### src/rtl/mdu_pkg.sv
// Shared definitions for the HI/LO multiply/divide unit.
//   - Op encodings as driven on the Op port by the decoder.
//   - FSM state encodings used by mult_div_unit.
//   - Iteration count and a couple of op-decode helpers.
package mdu_pkg;

  localparam int unsigned MDU_WIDTH      = 32;
  localparam int unsigned MDU_ITERATIONS = MDU_WIDTH;

  typedef enum logic [1:0] {
    MDU_MULT  = 2'b00,
    MDU_MULTU = 2'b01,
    MDU_DIV   = 2'b10,
    MDU_DIVU  = 2'b11
  } mdu_op_e;

  typedef enum logic [1:0] {
    S_IDLE = 2'b00,
    S_PREP = 2'b01,
    S_ITER = 2'b10,
    S_FIX  = 2'b11
  } mdu_state_e;

  typedef enum logic {
    STEP_MUL = 1'b0,
    STEP_DIV = 1'b1
  } mdu_step_mode_e;

  // Op[1] selects divide, Op[0] selects unsigned.
  function automatic logic op_is_div(input logic [1:0] op);
    return op[1];
  endfunction

  function automatic logic op_is_signed(input logic [1:0] op);
    return ~op[0];
  endfunction

endpackage

### src/rtl/mdu_step.sv
// One radix-2 iteration of the multiply/divide datapath (purely combinational).
// Ports:
//   acc       in   2*WIDTH+1  accumulator {upper(WIDTH+1), lower(WIDTH)}
//   operand   in   WIDTH      multiplicand magnitude / divisor magnitude
//   mode      in   1          STEP_MUL (shift-add) or STEP_DIV (restoring)
//   acc_next  out  2*WIDTH+1  accumulator after this step
//   q_bit     out  1          quotient bit produced by a divide step (0 for multiply)
// Multiply: lower holds the not-yet-consumed multiplier bits; the product ends up in
// acc[2*WIDTH-1:0]. Divide: lower starts as the dividend and is shifted out MSB first;
// the freed LSB is left at 0 and the caller inserts q_bit there.
module mdu_step
  import mdu_pkg::*;
#(
  parameter int unsigned WIDTH = MDU_WIDTH
) (
  input  logic [2*WIDTH:0] acc,
  input  logic [WIDTH-1:0] operand,
  input  mdu_step_mode_e   mode,
  output logic [2*WIDTH:0] acc_next,
  output logic             q_bit
);

  logic [WIDTH:0] upper;
  logic [WIDTH:0] sum;
  logic [WIDTH:0] shifted;
  logic [WIDTH:0] trial;
  logic           borrow;

  always_comb begin
    upper    = acc[2*WIDTH:WIDTH];
    sum      = '0;
    shifted  = '0;
    trial    = '0;
    borrow   = 1'b0;
    q_bit    = 1'b0;
    acc_next = acc;
    if (mode == STEP_MUL) begin
      // upper < 2^WIDTH before the add, so the sum always fits in WIDTH+1 bits
      sum      = acc[0] ? (upper + {1'b0, operand}) : upper;
      acc_next = {1'b0, sum, acc[WIDTH-1:1]};
    end else begin
      shifted           = {upper[WIDTH-1:0], acc[WIDTH-1]};
      {borrow, trial}   = {1'b0, shifted} - {2'b00, operand};
      q_bit             = ~borrow;
      // restore on borrow: keep the shifted partial remainder
      acc_next          = {(borrow ? shifted : trial), acc[WIDTH-2:0], 1'b0};
    end
  end

endmodule

### src/rtl/mult_div_unit.sv
// Iterative HI/LO multiply/divide unit (MULT/MULTU/DIV/DIVU, MTHI/MTLO).
// Ports:
//   CLK          in   1      clock, posedge
//   RESET        in   1      asynchronous active-high reset
//   Start        in   1      launch the op on Op; sampled only in IDLE
//   Op           in   2      MDU_MULT / MDU_MULTU / MDU_DIV / MDU_DIVU
//   Operand_A    in   WIDTH  rs: multiplicand / dividend, MTHI/MTLO source
//   Operand_B    in   WIDTH  rt: multiplier / divisor
//   HI_Write     in   1      MTHI, honoured only in IDLE when Start is low
//   LO_Write     in   1      MTLO, honoured only in IDLE when Start is low
//   Busy         out  1      op in flight
//   Done         out  1      one-cycle pulse, HI/LO already final
//   Div_By_Zero  out  1      one-cycle pulse with Done for a zero divisor
//   HI, LO       out  WIDTH  architectural HI/LO registers
// Sequence: IDLE -> PREP -> ITER (WIDTH cycles) -> FIX -> IDLE.
module mult_div_unit
  import mdu_pkg::*;
#(
  parameter int unsigned WIDTH = MDU_WIDTH
) (
  input  logic             CLK,
  input  logic             RESET,
  input  logic             Start,
  input  logic [1:0]       Op,
  input  logic [WIDTH-1:0] Operand_A,
  input  logic [WIDTH-1:0] Operand_B,
  input  logic             HI_Write,
  input  logic             LO_Write,
  output logic             Busy,
  output logic             Done,
  output logic             Div_By_Zero,
  output logic [WIDTH-1:0] HI,
  output logic [WIDTH-1:0] LO
);

  localparam int unsigned CntW = $clog2(WIDTH);

  mdu_state_e       state_q, state_d;
  logic [1:0]       op_q, op_d;
  logic [WIDTH-1:0] a_q, a_d;
  logic [WIDTH-1:0] b_q, b_d;
  logic [WIDTH-1:0] opnd_q, opnd_d;
  logic [2*WIDTH:0] acc_q, acc_d;
  logic [CntW-1:0]  cnt_q, cnt_d;
  logic             neg_lo_q, neg_lo_d;
  logic             neg_hi_q, neg_hi_d;
  logic             dbz_q, dbz_d;
  logic [WIDTH-1:0] hi_q, hi_d;
  logic [WIDTH-1:0] lo_q, lo_d;
  logic             done_q, done_d;
  logic             dbz_pulse_q, dbz_pulse_d;

  logic             is_div, is_signed;
  logic             a_neg, b_neg;
  logic [WIDTH-1:0] a_mag, b_mag;
  logic [2*WIDTH-1:0] product;
  logic [WIDTH-1:0] quot, rem;
  mdu_step_mode_e   step_mode;
  logic [2*WIDTH:0] step_acc;
  logic             step_qbit;

  // Operand magnitudes, step mode and sign-corrected results.
  always_comb begin
    is_div    = op_is_div(op_q);
    is_signed = op_is_signed(op_q);
    a_neg     = is_signed & a_q[WIDTH-1];
    b_neg     = is_signed & b_q[WIDTH-1];
    // -0x80000000 wraps to itself, which is the correct unsigned magnitude
    a_mag     = a_neg ? (~a_q + 1'b1) : a_q;
    b_mag     = b_neg ? (~b_q + 1'b1) : b_q;
    step_mode = is_div ? STEP_DIV : STEP_MUL;
    product   = neg_lo_q ? (~acc_q[2*WIDTH-1:0] + 1'b1) : acc_q[2*WIDTH-1:0];
    quot      = neg_lo_q ? (~acc_q[WIDTH-1:0] + 1'b1) : acc_q[WIDTH-1:0];
    rem       = neg_hi_q ? (~acc_q[2*WIDTH-1:WIDTH] + 1'b1) : acc_q[2*WIDTH-1:WIDTH];
  end

  mdu_step #(
    .WIDTH (WIDTH)
  ) u_step (
    .acc      (acc_q),
    .operand  (opnd_q),
    .mode     (step_mode),
    .acc_next (step_acc),
    .q_bit    (step_qbit)
  );

  always_comb begin
    state_d     = state_q;
    op_d        = op_q;
    a_d         = a_q;
    b_d         = b_q;
    opnd_d      = opnd_q;
    acc_d       = acc_q;
    cnt_d       = cnt_q;
    neg_lo_d    = neg_lo_q;
    neg_hi_d    = neg_hi_q;
    dbz_d       = dbz_q;
    hi_d        = hi_q;
    lo_d        = lo_q;
    done_d      = 1'b0;
    dbz_pulse_d = 1'b0;

    unique case (state_q)
      S_IDLE: begin
        if (Start) begin
          // a move issued together with Start is dropped
          op_d    = Op;
          a_d     = Operand_A;
          b_d     = Operand_B;
          state_d = S_PREP;
        end else begin
          if (HI_Write) hi_d = Operand_A;
          if (LO_Write) lo_d = Operand_A;
        end
      end
      S_PREP: begin
        dbz_d = is_div && (b_q == '0);
        if (is_div && (b_q == '0)) begin
          // routed through FIX so the abort is reported on the same edge spacing
          // as a normal completion, without touching HI/LO
          state_d = S_FIX;
        end else begin
          opnd_d   = is_div ? b_mag : a_mag;
          acc_d    = {{(WIDTH+1){1'b0}}, (is_div ? a_mag : b_mag)};
          cnt_d    = '0;
          neg_lo_d = a_neg ^ b_neg;
          neg_hi_d = is_div ? a_neg : (a_neg ^ b_neg);
          state_d  = S_ITER;
        end
      end
      S_ITER: begin
        acc_d = {step_acc[2*WIDTH:1], (is_div ? step_qbit : step_acc[0])};
        cnt_d = cnt_q + 1'b1;
        if (cnt_q == CntW'(WIDTH - 1)) state_d = S_FIX;
      end
      S_FIX: begin
        done_d  = 1'b1;
        state_d = S_IDLE;
        if (dbz_q) begin
          dbz_pulse_d = 1'b1;
        end else if (is_div) begin
          hi_d = rem;
          lo_d = quot;
        end else begin
          hi_d = product[2*WIDTH-1:WIDTH];
          lo_d = product[WIDTH-1:0];
        end
      end
      default: state_d = S_IDLE;
    endcase
  end

  always_ff @(posedge CLK or posedge RESET) begin
    if (RESET) begin
      state_q     <= S_IDLE;
      op_q        <= '0;
      a_q         <= '0;
      b_q         <= '0;
      opnd_q      <= '0;
      acc_q       <= '0;
      cnt_q       <= '0;
      neg_lo_q    <= 1'b0;
      neg_hi_q    <= 1'b0;
      dbz_q       <= 1'b0;
      hi_q        <= '0;
      lo_q        <= '0;
      done_q      <= 1'b0;
      dbz_pulse_q <= 1'b0;
    end else begin
      state_q     <= state_d;
      op_q        <= op_d;
      a_q         <= a_d;
      b_q         <= b_d;
      opnd_q      <= opnd_d;
      acc_q       <= acc_d;
      cnt_q       <= cnt_d;
      neg_lo_q    <= neg_lo_d;
      neg_hi_q    <= neg_hi_d;
      dbz_q       <= dbz_d;
      hi_q        <= hi_d;
      lo_q        <= lo_d;
      done_q      <= done_d;
      dbz_pulse_q <= dbz_pulse_d;
    end
  end

  assign Busy        = (state_q != S_IDLE);
  assign Done        = done_q;
  assign Div_By_Zero = dbz_pulse_q;
  assign HI          = hi_q;
  assign LO          = lo_q;

endmodule
### config.mk
export PLATFORM = sky130hd
export DESIGN_NAME = mult_div_unit
export DESIGN_NICKNAME = d
export VERILOG_FILES = /design/src/rtl/mdu_pkg.sv /design/src/rtl/mdu_step.sv /design/src/rtl/mult_div_unit.sv
export SDC_FILE = /design/constraint.sdc
export NUM_CORES = 1
export LEC_CHECK = 0
export CAP_MARGIN = 20
export CORE_ASPECT_RATIO = 0.75
export CORE_MARGIN = 5
export CORE_UTILIZATION = 30
export CTS_CLUSTER_SIZE = 10
export DETAILED_ROUTE_END_ITERATION = 7
export HOLD_SLACK_MARGIN = 0.03
export PLACE_DENSITY = 0.56
export SKIP_CTS_REPAIR_TIMING = 1
export SLEW_MARGIN = 20
export SYNTH_ARGS = -nofsm -noshare
export SYNTH_HDL_FRONTEND = slang
export SYNTH_SLANG_ARGS = --single-unit
### constraint.sdc
create_clock -name CLK -period 8.5 [get_ports CLK]
set_input_delay 1.7 -clock CLK [delete_from_list [all_inputs] [get_ports CLK]]
set_output_delay 1.7 -clock CLK [all_outputs]
set_load 0.005 [all_outputs]
Yosys cells after proc, flatten, opt, wreduce, memory -nomap -nowiden
Index checks and enable logic that the tools add are counted.
{ "classes": {"addsub": 8, "eq_ne": 11, "muxes": 35, "bitwise_logic": 11, "reduce_logical": 12} }
{ "ops": {"columns": ["op", "count"], "rows": [
  ["32-bit 2-to-1 mux", 14],
  ["65-bit 2-to-1 mux", 2],
  ["65-bit one-hot mux with 2 select lines", 1],
  ["32-bit by 1-bit adder with 32-bit output (second input constant)", 4],
  ["32-bit NOT", 4],
  ["32-bit one-hot mux with 2 select lines", 2],
  ["33-bit 2-to-1 mux", 2],
  ["64-bit by 1-bit adder with 64-bit output (second input constant)", 1],
  ["64-bit 2-to-1 mux", 1],
  ["64-bit NOT", 1],
  ["33-bit by 32-bit subtractor with 34-bit output", 1],
  ["33-bit by 32-bit adder with 33-bit output", 1],
  ["32-bit zero test", 1],
  ["2-bit != test (second input constant)", 7],
  ["5-bit one-hot mux with 2 select lines", 1],
  ["1-bit 2-to-1 mux", 8],
  ["2-bit one-hot mux with 4 select lines", 1],
  ["2-bit AND reduction", 4],
  ["4-bit AND reduction", 2],
  ["2-bit nonzero test", 3],
  ["5-bit by 1-bit adder with 5-bit output (second input constant)", 1],
  ["5-bit equality test (second input constant)", 1],
  ["5-bit 2-to-1 mux", 1],
  ["2-bit equality test (second input constant)", 2],
  ["other kinds (7)", 11]
]} }
{ "totals": {"ff_bits": 239, "out_inout_bits": 67, "word_cells": 91} }

Logic depth before layout (Yosys ltp)
Gate-level depths: netlist of run 1.
{ "depth": {"depth_word": 6, "mapped_depth": 14, "depth_no_buf": 13} }

Modules after synthesis
A second synthesis of run 1 with hierarchy kept.
{ "hier_totals": {"cells_unflattened": 2174, "area_unflattened_um2": 18940.7} }
{ "modules_own_cells": {"columns": ["mod", "n_inst", "cells_per_inst", "area_per_inst_um2"], "rows": [
  ["mult_div_unit", 1, 1489, 14107.3],
  ["mdu_step", 1, 685, 4833.4]
]} }

Worst setup path before layout of run 1
Ideal clock, no wire load.
{ "synth_path": {"kind": "register to register", "start": "reg acc_q[31]", "end": "reg acc_q[54]", "arrival_ns": 3.242, "path_slack_ns": 5.137, "stages_incl_launch_ff": 14, "period_less_slack_ns": 3.363, "path_cell_list": "dfrtp_1 > inv_1 > ha_1 > inv_1 > fa_1 > a211oi_1 > o21ai_0 > a2111oi_0 > nor3_1 > o21ai_0 > xnor2_1 > mux2i_1 > a21oi_1 > a22o_1"} }
{ "synth_via": {"elab_chain_cells": 4} }
{ "synth_lines": {"columns": ["element", "line", "text"], "rows": [
  ["start, declared", "mult_div_unit.sv:43", "logic [2*WIDTH:0] acc_q, acc_d;"],
  ["start signal, assigned", "mult_div_unit.sv:160", "acc_q <= '0;"],
  ["start signal, assigned", "mult_div_unit.sv:175", "acc_q <= acc_d;"],
  ["33-bit by 32-bit subtractor with 34-bit output", "mdu_step.sv:43", "{borrow, trial} = {1'b0, shifted} - {2'b00, operand};"],
  ["33-bit 2-to-1 mux", "mdu_step.sv:46", "acc_next = {(borrow ? shifted : trial), acc[WIDTH-2:0], 1'b0};"],
  ["65-bit 2-to-1 mux", "mdu_step.sv:37", "if (mode == STEP_MUL) begin"],
  ["65-bit one-hot mux with 2 select lines", "mult_div_unit.sv:103", "unique case (state_q)"]
]} }
Every way passes these cells.
A chain may end at the register's enable or synchronous reset.

Worst setup path after layout of run 1
{ "layout_path": {"start": "reg acc_q[31]", "end": "reg acc_q[62]"} }
The elaborated chain is that of the path after synthesis.

==> impl_metrics.csv, run 1 <==
group,metric,value,unit
synth,synthArstFlopShare,1.000,
sta,report.final.setup_viol,0,
clock_network,cts-buffers-inserted,28,
setup_path,critPathMaxStageDelay,0.52,ns
cells_and_area,most-common-layout-cells,"nand2_1 (270), dfrtp_1 (238), o21ai_0 (207)",
setup_path,r2r_cells,13,
setup_path,path_cells,"inv_1 > ha_1 > inv_1 > fa_1 > a211oi_1 > o21ai_0 > a2111oi_0 > buf_4 > nor3_1 > o21ai_0 > o21ai_0 > a41oi_1 > o31ai_1",
drt,drt_pass1_iterations,5,
global_route,gr-total-overflow,0,
cells_and_area,layout.nets,2201,
synth,netlist-cell-type-count,83,
setup_path,timing.setup.critical_path_class,"reg -> reg",
placement,finalWeightedCongestion,0.9338,
global_route,first_pass_grt_wire_length,94200,um
cells_and_area,share_of_post_route_cells_with_drive_strength_above_1,0.09272,
global_route,antenna_found_initial,2,
placement,post_dp_cell_area,19780,um^2
floorplan,floorplan.die_area,63930,um^2
synth,mappedNetlistNets,2130,
drt,detailedRoute.firstIterationViolations,1726,
sta,min_period,4.035,ns
setup_path,worst_r2r_endpoint,"acc_q[62]$_DFFE_PP0P_",
sta,timing_max_transition_violations_final,0,
status,outcome,"complete, no violations",
floorplan,initial_core_util,0.3013,
cells_and_area,area.growth.synth_to_final,16.35,%
placement,buffer_ports.inserted,137,
floorplan,floorplan.io_pins,138,
global_route,grt_max_degree,104,
setup_path,critPathLaunchType,"flop",
floorplan,rows,77,
drt,detail_route.wl_per_cell,21.96,um
cells_and_area,layout_commonest_cell,"nand2_1",
sta,hold_viol,0,
setup_path,critical-path-top-delay-family,"compound AO/OA/AOI/OAI gates",
min_path,min_path_cells,2,
sta,min_period_over_period,0.4747,
floorplan,dieHeight,220.2,um
setup_path,timing.rr.start,"acc_q[31]$_DFFE_PP0P_",
sta,setup_total_negative_slack,0,ns
cells_and_area,postLayoutCellArea,20570,um^2
drt,drt.antenna.violating_nets,0,
synth,synth.cell_area,17680,um^2
sta,fin_skew,0.01985,ns
clock_network,cts_tree,"done",
synth,synth_sequential_area_ratio,0.3383,
synth,synth-edff-count,0,
drt,viasPerCell,5.551,
global_route,grt.busiest_layer,"met1",
clock_network,ctsRootBufferMaster,"clkbuf_16",
flow_run,reported_max_cap_violation_count,0,
synth,synthFlopType,"dfrtp_1",
drt,routed-via-count,15830,
clock_network,cts_buffer_depth,3,
placement,dp_hpwl,47680,um
setup_path,critical_path_peak_fanout,4,
sta,setup_repair_after_global_routing_missed_its_margin,"false",
global_route,groute.layer.met2.usage,0.2592,
global_route,met1_usage,0.2982,
floorplan,core_region_area,58670,um^2
synth,synth_cells,1983,
setup_path,critical_path.most_common_cell,"o21ai_0",
setup_path,timing.critical_path.buf_inv,3,
sta,worst-slew-pin-transition,1.174,ns
clock_network,clock-sinks,239,
min_path,whs_endpoint,"LO[10]$_DFFE_PP0P_",
cells_and_area,fin_util,0.3506,
setup_path,worst-endpoint-arrival,4.48,ns
synth,ys_warn_count,0,
global_route,use_met3,0.04184,
drt,finalWirelength,62610,um
setup_path,crit_path_top_delay_cell,"o21ai_0",
sta,fmax,247.9,MHz
sta,relative_slew_slack,0.2154,
min_path,holdCritStartpoint,"LO[10]$_DFFE_PP0P_",
drt,count_of_unresolved_drc_violations_after_routing,0,
setup_path,timing.critical_path.required,8.95,ns
min_path,type_of_the_tightest_min_delay_check,"reg -> reg",
setup_path,setup.worst_path.end_class,"flop",
clock_network,worstSkewPairLatency,0.57,ns
setup_path,setup_slack_of_the_most_critical_reg_to_reg_path,4.47,ns
global_route,grt_use_total,0.1879,
synth,synth_seq_cells,239,
synth,synth.avg_cell_area,8.915,um^2
global_route,number_of_global_route_vias_before_repair,14760,
clock_network,cts_max_level,1,
floorplan,dieWidth,290.3,um
clock_network,cts.clk_slew.worst_paths,0.06,ns
==> worst max-delay path by stage <==
stage	end	start	cells after the start
after floorplan	Div_By_Zero$_DFF_PP0_	RESET	1
after global placement	op_q[1]$_DFFE_PP0P_	RESET	3
after detailed placement	op_q[1]$_DFFE_PP0P_	RESET	3
after CTS	acc_q[62]$_DFFE_PP0P_	acc_q[31]$_DFFE_PP0P_	13
after global routing	acc_q[58]$_DFFE_PP0P_	acc_q[31]$_DFFE_PP0P_	14
final	acc_q[62]$_DFFE_PP0P_	acc_q[31]$_DFFE_PP0P_	13
==> worst reg2reg max path: stages (launching register included) <==
cell       delay (ns)
dfrtp_1          0.40
inv_1            0.18
ha_1             0.22
inv_1            0.06
fa_1             0.42
a211oi_1         0.45
o21ai_0          0.24
a2111oi_0        0.49
buf_4            0.21
nor3_1           0.07
o21ai_0          0.52
o21ai_0          0.19
a41oi_1          0.33
o31ai_1          0.12
==> Yosys cell counts, types with 13 or more instances <==
cell type	count	area share
nand2_1	273	0.058
dfrtp_1	239	0.34
o21ai_0	207	0.059
a21oi_1	122	0.035
clkbuf_1	102	0.022
xor2_1	93	0.046
nor2_1	81	0.017
xnor2_1	77	0.038
inv_1	75	0.016
mux2i_1	75	0.042
ha_1	74	0.052
mux2_2	74	0.047
a21o_1	42	0.018
nor3_1	33	0.0093
nor2b_1	31	0.011
a211oi_1	30	0.013
mux4_2	30	0.038
o31ai_1	27	0.011
nand3_1	26	0.0074
nand2b_1	18	0.0064
or3_1	17	0.0060
o211ai_1	15	0.0064
o21a_1	14	0.0059
nor4_1	13	0.0046
==> logic make-up (layout without fill, tap and decap cells) <==
group	count (synthesis)	after routing	synth area share
xor+xnor	170	170	0.08422
buf+inv	191	268	0.04084
fa+ha+maj	76	76	0.05464
mux	180	180	0.1293
compound gates	569	569	0.2019
simple gates	558	558	0.1508
other cells	0	1	0
flops	239	239	0.3383
==> area by class of cell <==
cell class                 instances  area [um^2]
antenna                            1        2.502
clock buffer                      33        729.5
clock inverter                     3        26.28
fill                            5909        38100
inverter                          76        294.0
multi-input combinational       1553        11020
sequential                       239         5982
tap                              790        988.4
timing repair buffer             156         1530
==> flip-flops by register name, indices dropped and copies added (netlist names) <==
signal and count:
b_q 32, LO 32, Div_By_Zero 1, acc_q 65, HI 32, neg_lo_q 1, a_q 32, dbz_q 1
opnd_q 32, neg_hi_q 1, op_q 2, Done 1, cnt_q 5, state_q 2
==> routing by layer <==
layer,routed length [um],vias up
met1,30800,7839
met4,1395,2
li1,-,7288
met2,24740,623
met5,13,-
met3,5657,73
==> stage by stage <==
step	setup slack (ns)	instances	hold slack, ns
global route	4.088	2851	0.4917
floorplan	0.2402	1983	0.4453
CTS	4.560	2849	0.4841
finish	4.465	2851	0.4747
detailed placement	4.552	2813	0.4673
global placement	4.577	2813	0.4556
Power of run 1 is left out: the tool's default activity adds up to more than one toggle a clock period on the data nets, which glitch-free logic cannot reach.
==> run 2: changes to the inputs <==
clock period = 3.4 ns   (was 8.5 ns; I/O delays follow)
==> run 2 against run 1 <==
Against the previous run: cell count increased by 4.3%; sequential share of layout area fell by 1.4 points; critical path depth down 4; count of clock-buffer cells in the layout grew 7; global-route usage up 1.2 points; wire length grew 5.9%; utilization is 1.8 points higher; final area up 5.1%; via count up 2.8%; die area did not move; register-to-register slack worse by 4.3 ns; largest cell class unchanged.
==> impl_metrics.csv, run 2 (synthesis results as in run 1) <==
group,metric,value,unit
clock_network,cts_max_level,1,
floorplan,floorplan.io_pins,138,
clock_network,cts.clk_slew.worst_paths,0.06,ns
cells_and_area,layout.nets,2317,
global_route,grt_use_total,0.2000,
floorplan,dieHeight,220.2,um
sta,min_period_over_period,0.9592,
sta,relative_slew_slack,0.4980,
clock_network,cts-buffers-inserted,29,
global_route,gr-total-overflow,0,
drt,routed-via-count,16260,
sta,fmax,306.6,MHz
sta,report.final.setup_viol,0,
cells_and_area,postLayoutCellArea,21620,um^2
cells_and_area,area.growth.synth_to_final,22.29,%
placement,buffer_ports.inserted,137,
cells_and_area,share_of_post_route_cells_with_drive_strength_above_1,0.1444,
setup_path,setup.worst_path.end_class,"flop",
pwr,vdd.ir_drop.worst,0.5592,mV
cells_and_area,fin_util,0.3685,
drt,count_of_unresolved_drc_violations_after_routing,0,
global_route,number_of_global_route_vias_before_repair,15590,
flow_run,reported_max_cap_violation_count,0,
global_route,grt_max_degree,92,
drt,viasPerCell,5.470,
clock_network,ctsRootBufferMaster,"clkbuf_16",
sta,hold_viol,0,
setup_path,timing.setup.critical_path_class,"reg -> reg",
sta,worst-slew-pin-transition,0.7505,ns
setup_path,critical_path_peak_fanout,5,
drt,drt.antenna.violating_nets,0,
sta,min_period,3.261,ns
global_route,antenna_found_initial,4,
cells_and_area,most-common-layout-cells,"nand2_1 (270), dfrtp_1 (238), o21ai_0 (206)",
drt,detail_route.wl_per_cell,22.31,um
floorplan,dieWidth,290.3,um
placement,post_dp_cell_area,20740,um^2
placement,finalWeightedCongestion,0.9756,
pwr,total_power_divided_by_cell_area,1272,nW/um^2
setup_path,timing.critical_path.required,3.86,ns
floorplan,floorplan.die_area,63930,um^2
status,outcome,"complete, no violations",
sta,setup_repair_after_global_routing_missed_its_margin,"false",
cells_and_area,layout_commonest_cell,"nand2_1",
drt,detailedRoute.firstIterationViolations,1529,
pwr,power.static_leakage,9.656,nW
sta,timing_max_transition_violations_final,0,
clock_network,clock-sinks,239,
setup_path,critPathLaunchType,"flop",
drt,drt_pass1_iterations,7,
sta,whs,0.4768,ns
drt,finalWirelength,66320,um
global_route,first_pass_grt_wire_length,99780,um
floorplan,rows,77,
clock_network,cts_buffer_depth,3,
sta,fin_skew,0.01716,ns
floorplan,core_region_area,58670,um^2
placement,dp_hpwl,52460,um
cells_and_area,max_flop_register,"acc_q",
cells_and_area,flip_flop_count_of_the_largest_register_after_layout,65,
min_path,type_of_the_tightest_min_delay_check,"reg -> reg",
clock_network,cts_tree,"done",
sta,setup_total_negative_slack,0,ns
clock_network,worstSkewPairLatency,0.58,ns
floorplan,initial_core_util,0.3013,
setup_path,worst-endpoint-arrival,3.72,ns
run 2: changes by cell type in the layout (fill, tap and decap cells not counted), moves of 2 or more:
| cell | previous run | this run |
|---|---|---|
| clkbuf_8 | 1 | 5 |
| a2111oi_0 | 3 | 1 |
| buf_12 | 1 | 9 |
| buf_4 | 17 | 124 |
| clkbuf_1 | 4 | 6 |
run 2: worst max-delay path, cell delays in order (launching register included):
cell	delay, ns
dfrtp_1	0.41
or4_4	0.56
or4_4	0.48
nor3_4	0.34
nand2_2	0.11
nor2_1	0.19
a21oi_1	0.11
xor2_1	0.21
mux4_2	0.48
mux2_2	0.27
run 2: worst paths after layout:
path / startpoint / cells after the start / slack [ns] / endpoint
worst max-delay path: b_q[9]$_DFFE_PP0P_ / 9 / 0.14 / acc_q[27]$_DFFE_PP0P_
worst min-delay path: cnt_q[4]$_DFFE_PP0P_ / 2 / 0.48 / cnt_q[4]$_DFFE_PP0P_
worst max register to register: b_q[9]$_DFFE_PP0P_ / 9 / 0.14 / acc_q[27]$_DFFE_PP0P_
worst min register to register: cnt_q[4]$_DFFE_PP0P_ / 2 / 0.48 / cnt_q[4]$_DFFE_PP0P_
max in group asynchronous: RESET / 3 / 2.02 / opnd_q[28]$_DFFE_PP0P_
min in group asynchronous: RESET / 2 / 0.52 / a_q[19]$_DFFE_PP0P_
run 2: area by class of cell:
type	count	area, um^2
Antenna cell	1	2.502
Clock buffer	40	817.0
Clock inverter	3	18.77
Fill cell	5912	37050
Inverter	76	290.3
Multi-Input combinational cell	1553	11030
Sequential cell	239	5982
Tap cell	790	988.4
Timing Repair Buffer	271	2494
run 2: layer usage:
layer	up-vias	GRT usage	share of wire
met5	-	0	0.00041
met4	4	0.04378	0.023
met3	84	0.05870	0.11
met2	709	0.2668	0.38
met1	7936	0.3135	0.49
li1	7530	-	-
run 2: per-stage QoR:
stage,total power (W),setup slack [ns],instances
2_1_floorplan,0.01722,-0.4138,1983
3_3_place_gp,0.02387,0.05152,2927
3_5_place_dp,0.02408,-0.04005,2927
4_1_cts,0.02709,-0.06587,2970
5_1_grt,0.02939,0.0007270,2973
6_report,0.02749,0.1388,2973
run 2: where the power goes:
group	internal, W	leakage (nW)	total, W	switching [W]
logic	0.00783	6.27	0.0186	0.0107
registers	0.00425	2.97	0.00603	0.00178
clock network	0.00164	0.413	0.00290	0.00126
total	0.0137	9.66	0.0275	0.0138
No activity file was read; power rests on OpenSTA's default activity.
==> run 3: changes to the inputs <==
CELL_PAD_IN_SITES_DETAIL_PLACEMENT = 1   (was unset)
CELL_PAD_IN_SITES_GLOBAL_PLACEMENT = 1   (was unset)
GPL_ROUTABILITY_DRIVEN = 0   (was unset)
PLACE_DENSITY = 0.67   (was 0.56)
==> run 3 against run 2 <==
Against the previous run: setup slack worse by 0.041 ns; die area stayed put; register-to-register slack got worse by 0.04 ns; wire length grew 6.5%; cell count decreased by 0.34%; sequential cell count unchanged; sequential share of layout area grew 0.079 points; critical path type unchanged; critical endpoint is now acc_q[28]$_DFFE_PP0P_.
==> impl_metrics.csv, run 3 (synthesis results as in run 1) <==
group,metric,value,unit
status,outcome,"complete, no violations",
drt,drt.antenna.violating_nets,0,
sta,min_period_over_period,0.9711,
floorplan,rows,77,
sta,timing_max_transition_violations_final,0,
cells_and_area,layout_commonest_cell,"nand2_1",
floorplan,initial_core_util,0.3013,
sta,fmax,302.9,MHz
setup_path,critical_path_peak_fanout,5,
setup_path,crit_path_top_delay_cell,"or4_4",
floorplan,dieWidth,290.3,um
global_route,number_of_global_route_vias_before_repair,16610,
cells_and_area,most-common-layout-cells,"nand2_1 (270), dfrtp_1 (238), o21ai_0 (205)",
sta,hold_viol,0,
min_path,type_of_the_tightest_min_delay_check,"reg -> reg",
clock_network,cts_max_level,1,
clock_network,worstSkewPairLatency,0.58,ns
sta,worst-slew-pin-transition,1.184,ns
drt,drt_pass1_iterations,5,
floorplan,core_region_area,58670,um^2
global_route,gr-total-overflow,0,
placement,worst_slack_at_placement,-0.09362,ns
clock_network,clock-sinks,239,
setup_path,path_cells,"or4_4 > or4_4 > nor3b_4 > nand3_2 > o41ai_2 > xnor2_2 > mux4_2 > nand2_1 > nand2_1",
cells_and_area,flip_flop_count_of_the_largest_register_after_layout,65,
placement,dp_hpwl,55560,um
cells_and_area,share_of_post_route_cells_with_drive_strength_above_1,0.1427,
clock_network,cts_tree,"done",
cells_and_area,max_flop_register,"acc_q",
sta,report.final.setup_viol,0,
clock_network,ctsRootBufferMaster,"clkbuf_16",
sta,whs,0.4767,ns
sta,relative_slew_slack,0.2078,
clock_network,cts_buffer_depth,3,
drt,detail_route.wl_per_cell,23.84,um
sta,fin_ws,0.09815,ns
setup_path,setup.worst_path.end_class,"flop",
drt,routed-via-count,16590,
clock_network,cts-buffers-inserted,28,
placement,buffer_ports.inserted,137,
global_route,first_pass_grt_wire_length,106400,um
flow_run,reported_max_cap_violation_count,0,
global_route,antenna_found_initial,0,
setup_path,timing.setup.critical_path_class,"reg -> reg",
setup_path,critPathMaxStageDelay,0.56,ns
floorplan,dieHeight,220.2,um
cells_and_area,layout.nets,2312,
sta,fin_skew,0.03193,ns
global_route,grt_use_total,0.2128,
cells_and_area,antennaDiodeCount,0,
drt,finalWirelength,70640,um
drt,count_of_unresolved_drc_violations_after_routing,0,
floorplan,floorplan.die_area,63930,um^2
global_route,grt_max_degree,65,
clock_network,cts.clk_slew.worst_paths,0.07,ns
cells_and_area,area.growth.synth_to_final,21.95,%
drt,detailedRoute.firstIterationViolations,1497,
setup_path,worst-endpoint-arrival,3.78,ns
setup_path,timing.critical_path.required,3.88,ns
setup_path,critPathLaunchType,"flop",
sta,min_period,3.302,ns
drt,viasPerCell,5.600,
floorplan,floorplan.io_pins,138,
## run 3: critical path, delay by kind of cell, from the launching register on
| kind | cells | cell delay (ns) |
|---|---|---|
| compound gates | 1 | 0.40 |
| xor+xnor | 1 | 0.24 |
| flops | 1 | 0.40 |
| mux | 1 | 0.51 |
| simple gates | 6 | 1.65 |
## run 3: worst paths after layout
path	startpoint	end	slack, ns	depth (start not counted)
setup reg to reg	b_q[9]$_DFFE_PP0P_	acc_q[28]$_DFFE_PP0P_	0.1	9
setup / recovery	b_q[9]$_DFFE_PP0P_	acc_q[28]$_DFFE_PP0P_	0.1	9
hold / removal	LO[24]$_DFFE_PP0P_	LO[24]$_DFFE_PP0P_	0.48	1
hold reg to reg	LO[24]$_DFFE_PP0P_	LO[24]$_DFFE_PP0P_	0.48	1
min in group asynchronous	RESET	HI[7]$_DFFE_PP0P_	0.62	2
max in group asynchronous	RESET	HI[28]$_DFFE_PP0P_	1.89	3
## run 3: per-stage QoR
stage	TNS [ns]	instance area (um^2)	utilization	instances
5_1_grt	-0.02402	21560	0.3674	2963
3_5_place_dp	-0.2005	20720	0.3532	2924
3_3_place_gp	-0.3416	20720	0.3532	2924
4_1_cts	-0.2013	21490	0.3663	2962
6_report	0	21560	0.3674	2963
2_1_floorplan	-98.91	17680	-	1983
## run 3: layout make-up
type                    count  area, um^2
well taps                 790       988.4
inverters                  76       290.3
clock inverters             1       16.27
multi-input cells        1553       11070
flip-flops and latches    239        5982
fillers                  6729       37110
repair buffers            267        2460
clock buffers              37       754.5
## run 3: per-layer routing
metal  share of wire  routed length, um  GRT usage  vias up
met5               0                  0          0        -
met4           0.018               1290    0.03741        0
met3           0.092               6526    0.06562       57
met1            0.49              34420     0.3216     8434
met2            0.40              28410     0.3006      592
li1                -                  -          -     7511
Power of run 3 is left out for the same reason.
